<file path="config.mk">
export PLATFORM = sky130hd
export DESIGN_NAME = pipeline_ctrl
export DESIGN_NICKNAME = d
export VERILOG_FILES = /design/src/rtl/pipeline_ctrl.sv
export SDC_FILE = /design/constraint.sdc
export NUM_CORES = 1
export LEC_CHECK = 0
export ABC_CLOCK_PERIOD_IN_PS = 2300
export BUFFER_PORTS_ARGS = -buffer_cell sky130_fd_sc_hd__buf_2
export CORE_AREA = 2 2 39 41
export CTS_CLUSTER_DIAMETER = 50
export DETAILED_ROUTE_END_ITERATION = 8
export DIE_AREA = 0 0 41 43
export PLACE_DENSITY = 0.53
export SYNTH_ARGS = -nofsm -noshare
export SYNTH_HDL_FRONTEND = slang
export SYNTH_SLANG_ARGS = --single-unit
export TNS_END_PERCENT = 50
</file>
<file path="constraint.sdc">
create_clock -name clk -period 2.3 [get_ports clk]
set_input_delay 0.46 -clock clk [delete_from_list [all_inputs] [get_ports clk]]
set_output_delay 0.46 -clock clk [all_outputs]
set_load 0.02 [all_outputs]
</file>
<file path="src/rtl/pipeline_ctrl.sv">
// Pipeline sequencer: PC write enable, IF/ID stall/flush, ID/EX bubble, global freeze, debug run/step and HALT drain.
// Optional performance counters (o_cycle_cnt, o_stall_cnt) are built when PIPE_PERF_CNT_EN is defined.
module pipeline_ctrl #(
  parameter int DRAIN_CYCLES = 3
`ifdef PIPE_PERF_CNT_EN
  , parameter int CNT_W = 32
`endif
) (
  input  logic             clk,
  input  logic             i_rst,
  input  logic             i_run,
  input  logic             i_mode_step,
  input  logic             i_step,
  input  logic             i_halt_instr,
  input  logic             i_ld_use,
  input  logic             i_branch_taken,
  input  logic             i_mem_busy,
  output logic             o_pc_we,
  output logic             o_ifid_stall,
  output logic             o_ifid_flush,
  output logic             o_idex_bubble,
  output logic             o_halt,
  output logic             o_halted,
`ifdef PIPE_PERF_CNT_EN
  output logic [CNT_W-1:0] o_cycle_cnt,
  output logic [CNT_W-1:0] o_stall_cnt,
`endif
  output logic [1:0]       o_state
);

  // state  | meaning
  // IDLE   | waiting for i_run, pipeline frozen
  // RUN    | fetching and executing
  // DRAIN  | HALT left ID, no fetch, waiting for it to reach WB
  // HALTED | parked until reset
  typedef enum logic [1:0] {
    IDLE   = 2'd0,
    RUN    = 2'd1,
    DRAIN  = 2'd2,
    HALTED = 2'd3
  } state_t;

  localparam int DW = $clog2(DRAIN_CYCLES + 1);

  state_t        state, state_nxt;
  logic [DW-1:0] drain_cnt, drain_cnt_nxt;
  logic          adv;

  always_ff @(posedge clk) begin
    if (i_rst) begin
      state     <= IDLE;
      drain_cnt <= '0;
    end else begin
      state     <= state_nxt;
      drain_cnt <= drain_cnt_nxt;
    end
  end

  always_comb begin
    adv           = ((state == RUN) || (state == DRAIN)) && !i_mem_busy &&
                    (!i_mode_step || i_step);
    state_nxt     = state;
    drain_cnt_nxt = drain_cnt;
    o_pc_we       = 1'b0;
    o_ifid_stall  = 1'b0;
    o_ifid_flush  = 1'b0;
    o_idex_bubble = 1'b0;
    o_halt        = !adv;
    o_halted      = 1'b0;
    case (state)
      IDLE: begin
        if (i_run) state_nxt = RUN;
      end
      RUN: begin
        if (adv) begin
          if (i_ld_use) begin
            o_ifid_stall  = 1'b1;
            o_idex_bubble = 1'b1;
          end else if (i_halt_instr) begin
            o_ifid_flush  = 1'b1;
            drain_cnt_nxt = DW'(DRAIN_CYCLES);
            state_nxt     = DRAIN;
          end else if (i_branch_taken) begin
            o_pc_we      = 1'b1;
            o_ifid_flush = 1'b1;
          end else begin
            o_pc_we = 1'b1;
          end
        end
      end
      DRAIN: begin
        // Terminal count reached on the adv cycle that retires HALT in WB
        if (adv) begin
          o_ifid_flush  = 1'b1;
          drain_cnt_nxt = drain_cnt - DW'(1);
          if (drain_cnt == DW'(1)) state_nxt = HALTED;
        end
      end
      HALTED: begin
        o_halted = 1'b1;
      end
      default: state_nxt = IDLE;
    endcase
  end

  assign o_state = state;

`ifdef PIPE_PERF_CNT_EN
  // Counters only move on adv cycles, so they hold naturally in IDLE and HALTED
  always_ff @(posedge clk) begin
    if (i_rst) begin
      o_cycle_cnt <= '0;
      o_stall_cnt <= '0;
    end else if (adv) begin
      if (o_cycle_cnt != '1) o_cycle_cnt <= o_cycle_cnt + CNT_W'(1);
      if ((state == RUN) && i_ld_use && (o_stall_cnt != '1))
        o_stall_cnt <= o_stall_cnt + CNT_W'(1);
    end
  end
`endif

endmodule

</file>
==> results.toml <==
[outcome]
status = "complete, no violations"

[logic_synthesis]
netlist_instances = 48
synth_top_flop_cell = "dfxtp_1"
syn-cell-area_um2 = 410.4
synth_largest_area_cell = "dfxtp_1"
synth_seq_cells = 4
synth_edf_count = 0
yosys_warnings = 0
avgSynthCellArea_um2 = 8.550
synth_common_cells = "8 x inv_1, 6 x ha_1, 6 x nor2_1"
syn-num-nets = 63
synth-seq-area-share_pct = 19.51
netlist_top_cells_area = "dfxtp_1 20%, ha_1 18%, inv_1 7.3%"
synth_cell_types = 24
yosysMostFrequentCell = "inv_1"
synthArstFlopShare_pct = 0
yosysTopAreaCellShare_pct = 19.51

[layout]
final_layout_size_suffix_gt1_share_pct = 48.48
n_antenna_cell = 0
layout.cells.non_filler = 82
num-nets-final = 83
area_growth_pct = 35.98

[routing]
routed_wl_um = 859
drt_pass1_iterations = 4
drt-initial-drc-count = 8
wl_per_cell_um = 10.48
via_count = 373
post-route-drc-count = 0
ant_nets = 0
vias_per_cell = 4.549

[place]
place_ws_ns = 0.1693
placed_cells = 79
io_buffers = 16
place.gp.congestion = 0.7102
dp_hpwl_um = 658.5

[worst_hold_path]
worstHoldStart = "i_rst"
hold_class = "in -> reg"

[timing]
maxSlewViolCount = 0
fin_worst_hold_slack_ns = 0.4730
rsz0062_at_grt = "no"
hold_violations = 0
worstMarginPinSlew_ns = 0.2523
max_clock_freq_mhz = 452.0
fin_crit_sh_pct = 96.18
max-slew-margin-rel_pct = 83.07
setup_violations = 0
post-route-min-period_ns = 2.212
clock_skew_ns = 0.003038
layout_setup_ws_ns = 0.08782

[critical_path]
path_cells = "inv_2 > ha_4 > nand2b_4 > or2_4 > nor4b_4 > buf_4"
regToRegSetupSlack_ns = 0.64
crit_end = "o_pc_we"
end_kind = "primary output"
cp.required_ns = 1.84
worst_r2r_path_depth = 6
critPathArrivalTime_ns = 1.75
critical_path_class = "reg -> out"
slowest_stage = "dfxtp_2"
rr_endpoint = "o_state[0]"
cp-start-kind = "register"
cp_max_fo = 5
cp-startpoint = "o_state[0]"
reg2reg_from = "o_state[0]"
cp_slowest_stage_delay_ns = 0.36

[global_route]
grt_pass1_wl_um = 1380
track_usage_pct = 11.63
grt_max_degree = 8
antenna_found_initial = 0
gr-total-overflow = 0
grt_pass1_vias = 366

[clock_tree]
postCtsSetupBuffers = 0
clock_path_buffers = 2
cts_made_buffers = 3
cts_tree = "yes"
hold_buffers = 0
cts.sinks = 4
clock_latency_ns = 0.23
htreeDepth = 1
path_clk_slew_ns = 0.04
post_cts_resized = 2
clockRootBuffer = "clkbuf_4"

[floorplanning]
die_y_um = 43
io_pins = 17
floorplan.initialDensity_pct = 29.66
core_area_um2 = 1384
rows = 14
die_w_um = 41
dieArea_um2 = 1763

[power]
p_per_area_nw_per_um2 = 979.9
power_leakage_nw = 0.2598
total_power_mw = 0.5468
ir_drop_uv = 375.1

[job]
maxCapViolCount = 0
[kinds of logic (layout without fill, tap and decap cells)]
group,Yosys count,count (layout),share of synthesized area [%]
multiplexers,2,2,6.097
flip-flops,4,4,19.51
AND/OR/NAND/NOR,17,17,29.27
AO/OA/AOI/OAI,9,9,16.46
adder cells (fa/ha/maj),6,6,18.29
buffers and inverters,10,28,10.37
[worst min-delay path by stage]
| stage | end | slack, ns | cells after the start |
|---|---|---|---|
| after floorplan | drain_cnt[0] | 0.45 | 1 |
| after global placement | drain_cnt[0] | 0.48 | 1 |
| after detailed placement | drain_cnt[0] | 0.48 | 1 |
| after CTS | drain_cnt[0] | 0.46 | 2 |
| after global routing | drain_cnt[0] | 0.50 | 2 |
| final | drain_cnt[0] | 0.47 | 2 |
[per-stage QoR]
stage	area, um2	util [%]	TNS [ns]
4_1_cts	534.3	38.61	0
6_report	558.0	40.33	0
2_1_floorplan	412.9	-	-0.06433
3_3_place_gp	508.0	36.71	0
5_1_grt	558.0	40.33	0
3_5_place_dp	508.0	36.71	0
[flip-flops by register name, summed over array words and instances, names as in the netlist]
signal / cells
drain_cnt: 2
o_state: 2
[layout by cell type, fill, tap and decap left out, types with 2 or more instances in the layout]
master and n:
buf_2 15, inv_1 7, nor2_1 5, ha_1 5, clkbuf_4 3, dfxtp_1 3
o21ai_0 2, a21oi_1 2, nand2b_1 2, a311oi_1 2, buf_4 2
[worst max-delay path, delay by kind of cell (launching register included)]
family / cells / cell delay [ns]
and+or+nand+nor: 3 / 0.63
DFF: 1 / 0.36
buffers and inverters: 2 / 0.25
adders and majority gates: 1 / 0.28
[power breakdown]
group          total, mW  internal [mW]  switching (mW)
registers          0.103         0.0889          0.0144
clock network     0.0839         0.0581          0.0257
logic              0.360          0.173           0.186
total              0.547          0.320           0.227
[metal layers]
layer	up-vias	track usage (%)	wire, um
met4	0	6.000	0
met3	0	3.141	34
li1	196	-	-
met5	-	0	0
met2	9	18.13	447
met1	168	13.78	377
[area by class of cell]
cell class,instances,area (um2)
Timing Repair Buffer,17,90.09
Inverter,8,30.03
Clock buffer,3,22.52
Multi-Input combinational cell,34,314.1
Sequential cell,4,81.33
Fill cell,153,825.8
Tap cell,16,20.02
(Power assumes the default switching activity.)
